<file path="config.mk">
export PLATFORM = sky130hd
export DESIGN_NAME = split_slave_port
export DESIGN_NICKNAME = d
export VERILOG_FILES = /design/src/rtl/bus_pkg.sv /design/src/rtl/serial_shift_reg.sv /design/src/rtl/split_slave_port.sv
export SDC_FILE = /design/constraint.sdc
export NUM_CORES = 1
export LEC_CHECK = 0
export BUFFER_PORTS_ARGS = -buffer_cell sky130_fd_sc_hd__buf_2
export CAP_MARGIN = 30
export CORE_ASPECT_RATIO = 1.1
export CORE_MARGIN = 3
export CORE_UTILIZATION = 40
export CTS_BUF_LIST = sky130_fd_sc_hd__clkbuf_8
export DETAILED_ROUTE_END_ITERATION = 8
export PLACE_DENSITY = 0.63
export RECOVER_POWER = 100
export SYNTH_ARGS = -nofsm -noshare
export SYNTH_HDL_FRONTEND = slang
export SYNTH_SLANG_ARGS = --single-unit
</file>
<file path="constraint.sdc">
create_clock -name clk -period 2.3 [get_ports clk]
set_clock_uncertainty 0.2 [all_clocks]
set_input_delay 0.46 -clock clk [delete_from_list [all_inputs] [get_ports clk]]
set_output_delay 0.46 -clock clk [all_outputs]
set_load 0.01 [all_outputs]
</file>
<file path="src/rtl/bus_pkg.sv">
// Shared types and defaults for the serial bit-level system bus.
package bus_pkg;

  typedef enum logic [2:0] {
    IDLE    = 3'd0,
    ADDR    = 3'd1,
    WDATA   = 3'd2,
    MEM_WR  = 3'd3,
    RD_REQ  = 3'd4,
    RD_WAIT = 3'd5,
    SPLIT   = 3'd6,
    RD_SEND = 3'd7
  } state_t;

  localparam logic MODE_READ  = 1'b0;
  localparam logic MODE_WRITE = 1'b1;

  localparam int DEF_ADDR_WIDTH      = 11;
  localparam int DEF_DATA_WIDTH      = 8;
  localparam int DEF_SPLIT_THRESHOLD = 4;

  // Largest of three sizes, used to size the shared beat/wait counter.
  function automatic int max3(input int a, input int b, input int c);
    int m;
    m = a;
    if (b > m) begin
      m = b;
    end else begin
      m = m;
    end
    if (c > m) begin
      m = c;
    end else begin
      m = m;
    end
    return m;
  endfunction

endpackage

</file>
<file path="src/rtl/serial_shift_reg.sv">
// Right-shifting register: serial-in at the MSB, serial-out at the LSB,
// with synchronous clear and parallel load. lsb_next is the LSB value the
// register will hold after the coming clock edge.
module serial_shift_reg #(
  parameter int WIDTH = 8
) (
  input  logic             clk,
  input  logic             rst,
  input  logic             clr,
  input  logic             load,
  input  logic             shift,
  input  logic             ser_in,
  input  logic [WIDTH-1:0] par_in,
  output logic [WIDTH-1:0] q,
  output logic             lsb_next
);

  logic [WIDTH-1:0] q_next_s;

  // Next value: clear beats load beats shift beats hold.
  always_comb begin
    q_next_s = q;
    if (clr) begin
      q_next_s = {WIDTH{1'b0}};
    end else if (load) begin
      q_next_s = par_in;
    end else if (shift) begin
      q_next_s = {ser_in, q[WIDTH-1:1]};
    end else begin
      q_next_s = q;
    end
  end

  assign lsb_next = q_next_s[0];

  // Register update with asynchronous reset to zero.
  always_ff @(posedge clk or posedge rst) begin
    if (rst) begin
      q <= {WIDTH{1'b0}};
    end else begin
      q <= q_next_s;
    end
  end

endmodule

</file>
<file path="src/rtl/split_slave_port.sv">
// Responder port on the serial bus: shifts in address/write data, drives a
// local memory, serialises read data back, and releases the bus (split)
// while a slow read is outstanding.
module split_slave_port
  import bus_pkg::*;
#(
  parameter int ADDR_WIDTH      = DEF_ADDR_WIDTH,
  parameter int DATA_WIDTH      = DEF_DATA_WIDTH,
  parameter int SPLIT_THRESHOLD = DEF_SPLIT_THRESHOLD
) (
  input  logic                  clk,
  input  logic                  rst,
  input  logic                  mode,
  input  logic                  wr_bus,
  input  logic                  master_valid,
  output logic                  slave_ready,
  output logic                  rd_bus,
  output logic                  slave_valid,
  input  logic                  master_ready,
  output logic                  split,
  input  logic                  split_grant,
  output logic [ADDR_WIDTH-1:0] mem_addr,
  output logic [DATA_WIDTH-1:0] mem_wdata,
  output logic                  mem_wen,
  output logic                  mem_ren,
  input  logic [DATA_WIDTH-1:0] mem_rdata,
  input  logic                  mem_rvalid
);

  localparam int CNT_MAX = max3(ADDR_WIDTH, DATA_WIDTH, SPLIT_THRESHOLD);
  localparam int CNT_W   = $clog2(CNT_MAX + 1);
  // Bit 0 of the address is taken in IDLE, so ADDR counts the remaining bits.
  localparam logic [CNT_W-1:0] ADDR_LAST = CNT_W'(ADDR_WIDTH - 2);
  localparam logic [CNT_W-1:0] DATA_LAST = CNT_W'(DATA_WIDTH - 1);
  localparam logic [CNT_W-1:0] WAIT_LAST = CNT_W'(SPLIT_THRESHOLD - 1);

  state_t           state_r, state_s;
  logic [CNT_W-1:0] cnt_r, cnt_s;
  logic             mode_r, mode_s;
  logic             has_data_r, has_data_s;
  logic             in_beat_s, out_beat_s;
  logic             addr_shift_s, wd_shift_s, tx_load_s, tx_shift_s;
  logic             tx_lsb_next_s;
  logic [DATA_WIDTH-1:0] tx_q_unused_s;
  logic             addr_lsb_unused_s, wd_lsb_unused_s;
  logic             slave_ready_r, slave_valid_r, rd_bus_r;
  logic             split_r, mem_wen_r, mem_ren_r;

  assign in_beat_s  = master_valid & slave_ready_r;
  assign out_beat_s = slave_valid_r & master_ready;

  // Next-state, counter and shift-register control decode.
  always_comb begin
    state_s      = state_r;
    cnt_s        = cnt_r;
    mode_s       = mode_r;
    has_data_s   = 1'b0;
    addr_shift_s = 1'b0;
    wd_shift_s   = 1'b0;
    tx_load_s    = 1'b0;
    tx_shift_s   = 1'b0;
    case (state_r)
      IDLE: begin
        if (in_beat_s) begin
          mode_s       = mode;
          addr_shift_s = 1'b1;
          cnt_s        = {CNT_W{1'b0}};
          state_s      = ADDR;
        end else begin
          state_s = IDLE;
        end
      end
      ADDR: begin
        if (in_beat_s) begin
          addr_shift_s = 1'b1;
          if (cnt_r == ADDR_LAST) begin
            cnt_s   = {CNT_W{1'b0}};
            state_s = (mode_r == MODE_WRITE) ? WDATA : RD_REQ;
          end else begin
            cnt_s = cnt_r + CNT_W'(1);
          end
        end else begin
          state_s = ADDR;
        end
      end
      WDATA: begin
        if (in_beat_s) begin
          wd_shift_s = 1'b1;
          if (cnt_r == DATA_LAST) begin
            cnt_s   = {CNT_W{1'b0}};
            state_s = MEM_WR;
          end else begin
            cnt_s = cnt_r + CNT_W'(1);
          end
        end else begin
          state_s = WDATA;
        end
      end
      MEM_WR: begin
        state_s = IDLE;
      end
      RD_REQ: begin
        cnt_s   = {CNT_W{1'b0}};
        state_s = RD_WAIT;
      end
      RD_WAIT: begin
        // Data arriving on the threshold cycle takes priority over a split.
        if (mem_rvalid) begin
          tx_load_s = 1'b1;
          cnt_s     = {CNT_W{1'b0}};
          state_s   = RD_SEND;
        end else if (cnt_r == WAIT_LAST) begin
          cnt_s   = {CNT_W{1'b0}};
          state_s = SPLIT;
        end else begin
          cnt_s = cnt_r + CNT_W'(1);
        end
      end
      SPLIT: begin
        // A grant only counts once the data is already held.
        if (has_data_r && split_grant) begin
          cnt_s   = {CNT_W{1'b0}};
          state_s = RD_SEND;
        end else begin
          tx_load_s  = mem_rvalid & ~has_data_r;
          has_data_s = has_data_r | mem_rvalid;
        end
      end
      RD_SEND: begin
        if (out_beat_s) begin
          tx_shift_s = 1'b1;
          if (cnt_r == DATA_LAST) begin
            cnt_s   = {CNT_W{1'b0}};
            state_s = IDLE;
          end else begin
            cnt_s = cnt_r + CNT_W'(1);
          end
        end else begin
          state_s = RD_SEND;
        end
      end
      default: begin
        cnt_s   = {CNT_W{1'b0}};
        state_s = IDLE;
      end
    endcase
  end

  // FSM state, counter and transaction bookkeeping registers.
  always_ff @(posedge clk or posedge rst) begin
    if (rst) begin
      state_r    <= IDLE;
      cnt_r      <= {CNT_W{1'b0}};
      mode_r     <= MODE_READ;
      has_data_r <= 1'b0;
    end else begin
      state_r    <= state_s;
      cnt_r      <= cnt_s;
      mode_r     <= mode_s;
      has_data_r <= has_data_s;
    end
  end

  // Bus and memory strobes registered from the upcoming state.
  always_ff @(posedge clk or posedge rst) begin
    if (rst) begin
      slave_ready_r <= 1'b0;
      slave_valid_r <= 1'b0;
      rd_bus_r      <= 1'b0;
      split_r       <= 1'b0;
      mem_wen_r     <= 1'b0;
      mem_ren_r     <= 1'b0;
    end else begin
      slave_ready_r <= (state_s == IDLE) || (state_s == ADDR) || (state_s == WDATA);
      slave_valid_r <= (state_s == RD_SEND);
      rd_bus_r      <= (state_s == RD_SEND) & tx_lsb_next_s;
      split_r       <= (state_s == SPLIT);
      mem_wen_r     <= (state_s == MEM_WR);
      mem_ren_r     <= (state_s == RD_REQ);
    end
  end

  serial_shift_reg #(.WIDTH(ADDR_WIDTH)) u_addr_sr (
    .clk      (clk),
    .rst      (rst),
    .clr      (1'b0),
    .load     (1'b0),
    .shift    (addr_shift_s),
    .ser_in   (wr_bus),
    .par_in   ({ADDR_WIDTH{1'b0}}),
    .q        (mem_addr),
    .lsb_next (addr_lsb_unused_s)
  );

  serial_shift_reg #(.WIDTH(DATA_WIDTH)) u_wdata_sr (
    .clk      (clk),
    .rst      (rst),
    .clr      (1'b0),
    .load     (1'b0),
    .shift    (wd_shift_s),
    .ser_in   (wr_bus),
    .par_in   ({DATA_WIDTH{1'b0}}),
    .q        (mem_wdata),
    .lsb_next (wd_lsb_unused_s)
  );

  serial_shift_reg #(.WIDTH(DATA_WIDTH)) u_rdata_sr (
    .clk      (clk),
    .rst      (rst),
    .clr      (1'b0),
    .load     (tx_load_s),
    .shift    (tx_shift_s),
    .ser_in   (1'b0),
    .par_in   (mem_rdata),
    .q        (tx_q_unused_s),
    .lsb_next (tx_lsb_next_s)
  );

  assign slave_ready = slave_ready_r;
  assign slave_valid = slave_valid_r;
  assign rd_bus      = rd_bus_r;
  assign split       = split_r;
  assign mem_wen     = mem_wen_r;
  assign mem_ren     = mem_ren_r;

endmodule

</file>
==> results.tsv <==
metric	value	unit
DP HPWL	2720	um
Most Crowded Layer GR	met2	
worst skew pair latency	290	ps
multi-input logic area	843.3	um2
met1 GRT Util	20.05	%
final WL	3756	um
Avg Inst Size Synth	11.89	um2
wire per inst	13.91	um
Max FO, Critical Path	5	
Num CTS Buffers	5	
placed insts	262	
Final #Nets	231	
# fillers	430	
outcome	completed	
end-of-flow core utilization	48.06	%
Syn. warnings	0	
share of cells above drive strength 1	26.17	%
Static Leak	0.001094	uW
sequential-to-total area share from yosys stat	53.27	%
starting DRC count in detailed routing	147	
clk sink count	42	
Setup CP Type	reg2reg	
Post-CTS Setup Repair Bufs	0	
Final Hold Viols	0	
antenna cell count	0	
non-filler cells, final	270	
Slew @ Worst Pin	1036	ps
Overflow after GRT	0	
Root Buffer	clkbuf_8	
post-route cell area	0.002267	mm2
Residual DRC	0	
routability cong.	0.7823	
Worst-path clk slew	80	ps
Fmax achieved	481.9	MHz
CP endpoint kind	register	
CTS max path bufs	2	
Worst path slowest cell	dfrtp_1	
area delta synth->final	14.90	%
Pre-Repair DR Iteration Count	4	
Yosys cell types	46	
CP required	2280	ps
CP Cell Sequence	ha_1, and3b_1, a21oi_1, a211o_2, a21bo_2, and3b_1	
grt met3 use	4.030	%
global-route wire length before repair	6699	um
Vias/cell	5.244	
synthesized cell area	0.001973	mm2
Post-synth EDFFs	0	
Max-Slew Margin vs Limit	30.94	%
Initial Util	41.83	%
Syn Inst Count	166	
Final Cycle Share	90.22	%
die area	0.005812	mm2
max incr delay on CP	410	ps
Final setup viols	0	
hold buffers post-CTS	0	
antenna violations before repair	0	
pwr/cell area	922.1	mW/mm2
Die W	72.97	um
Ports	41	
count of state elements after synthesis	42	
row count	26	
CP Launch Type	register	
Worst EP arrival	2060	ps
Max IR drop VDD	0.4204	mV
min cycle time layout	2075	ps
max-slew violation count	0	
largest net degree at the start of global routing	43	
vias	1416	
CTS tree	done	
RSZ-0062 raised after global routing	false	
register area	0.001051	mm2
H-tree depth	2	
vias in the first global route	1422	
Post-CTS Resized	0	
post-synthesis net count	184	
remaining antenna violation count	0	
ys flop type	dfrtp_1	
die height	79.66	um
core area	0.004717	mm2
Post-synth ARST share	100.0	%
GRT Overall Usage	14.73	%
reg-to-reg setup timing slack	220	ps
I/O Buffers	40	
maxcap violations	0	
Placed Area	0.002240	mm2
met2 usage	22.65	%
worst hold-check path type	in2reg	
cell repeated most along the worst path	and3b_1	
post-route setup TNS	0	ps
## logic make-up (layout without fill, tap and decap cells)
kind of cell / after synthesis / after routing / synth area share, %
and+or+nand+nor: 54 / 54 / 16.36
DFF: 42 / 42 / 53.27
AOI/OAI and AO/OA: 35 / 35 / 13.00
muxes: 22 / 22 / 12.43
buffers and inverters: 10 / 58 / 3.233
adders and majority gates: 2 / 2 / 1.268
xor gates and xnor gates: 1 / 1 / 0.4440
## cells in the final DEF, fill, tap and decap left out, types with 2 or more instances in the layout
cell type  netlist  final
nand3_1          2      2
clkbuf_2         0      2
o21a_1           2      2
clkbuf_8         0      5
ha_1             2      2
mux2_2          20     20
mux2i_1          2      2
clkbuf_1         0     27
dfrtp_1         42     42
buf_2            3     15
and3_1           2      2
and3b_1          1      2
a22oi_1          6      6
nor2b_1          2      2
nand2_1         22     22
a31oi_1          2      2
inv_1            4      5
nor2_1           3      3
o21ai_0          6      6
nand3b_1         3      3
nor3b_1          1      2
a21oi_1          7      7
buf_4            0      2
nor3_1           2      2
nand2b_1         5      5
## final cells by class
class | count | area share (%)
clock inverters | 3 | 0.7726
clock buffers | 5 | 3.035
inverters | 4 | 0.6623
repair buffers | 46 | 8.885
flip-flops and latches | 42 | 46.36
well taps | 56 | 3.091
multi-input cells | 114 | 37.20
## registers in the layout, summed over array words and instances, names as in the netlist
signal / count
mode_r: 1
u_addr_sr.q: 11
slave_ready: 1
has_data_r: 1
state_r: 3
cnt_r: 4
rd_bus: 1
slave_valid: 1
u_wdata_sr.q: 8
mem_wen: 1
u_rdata_sr.q: 8
mem_ren: 1
split: 1
## critical path, delay by kind of cell, from the launching register on
| family | cells | cell delay [ps] |
|---|---|---|
| DFF | 1 | 410 |
| and+or+nand+nor | 2 | 440 |
| adders and majority gates | 1 | 270 |
| AOI/OAI and AO/OA | 3 | 650 |
## synthesized netlist by cell type (all sizes together) (4+ instances only)
cell	number	area share (%)
a21oi	8	2.6
a22oi	6	2.3
buf	6	2.5
dfrtp	42	53
inv	4	0.76
mux2	20	11
nand2	23	4.5
nand2b	5	1.6
nand3b	4	2.2
nor2	4	0.89
o21ai	7	2.0
## stage by stage
step                setup WS [ps]  power [uW]  hold slack [ps]
finish                      224.8        2091            186.7
global route                95.03        2258            191.9
CTS                         282.2        2145            106.3
detailed placement          316.0        1679            268.8
global placement            316.1        1674            263.1
floorplan                   455.8        1525            245.7
## where the power goes
group	switching (uW)	total, uW	internal [uW]
Clock	249	459	210
Sequential	124	999	875
Combinational	357	633	277
## metal layers
layer / up-vias / part of all wire [%]
met1: 685 / 46
met2: 32 / 48
met4: 0 / 1.4
li1: 693 / -
met3: 6 / 5.5
met5: - / 0
## final timing paths
kind                       cells after the start                     endpoint                        start
max                                            6             rd_bus$_DFF_PP0_         cnt_r[0]$_DFFE_PP0P_
max in group asynchronous                      3    u_rdata_sr.q[0]$_DFF_PP0_                          rst
min reg2reg                                    2  u_rdata_sr.q[3]$_DFFE_PP0P_  u_rdata_sr.q[3]$_DFFE_PP0P_
min                                            3    u_rdata_sr.q[0]$_DFF_PP0_                 mem_rdata[0]
max reg2reg                                    6             rd_bus$_DFF_PP0_         cnt_r[0]$_DFFE_PP0P_
min in group asynchronous                      3  u_rdata_sr.q[6]$_DFFE_PP0P_                          rst
Power figures use the tool's default switching activity.
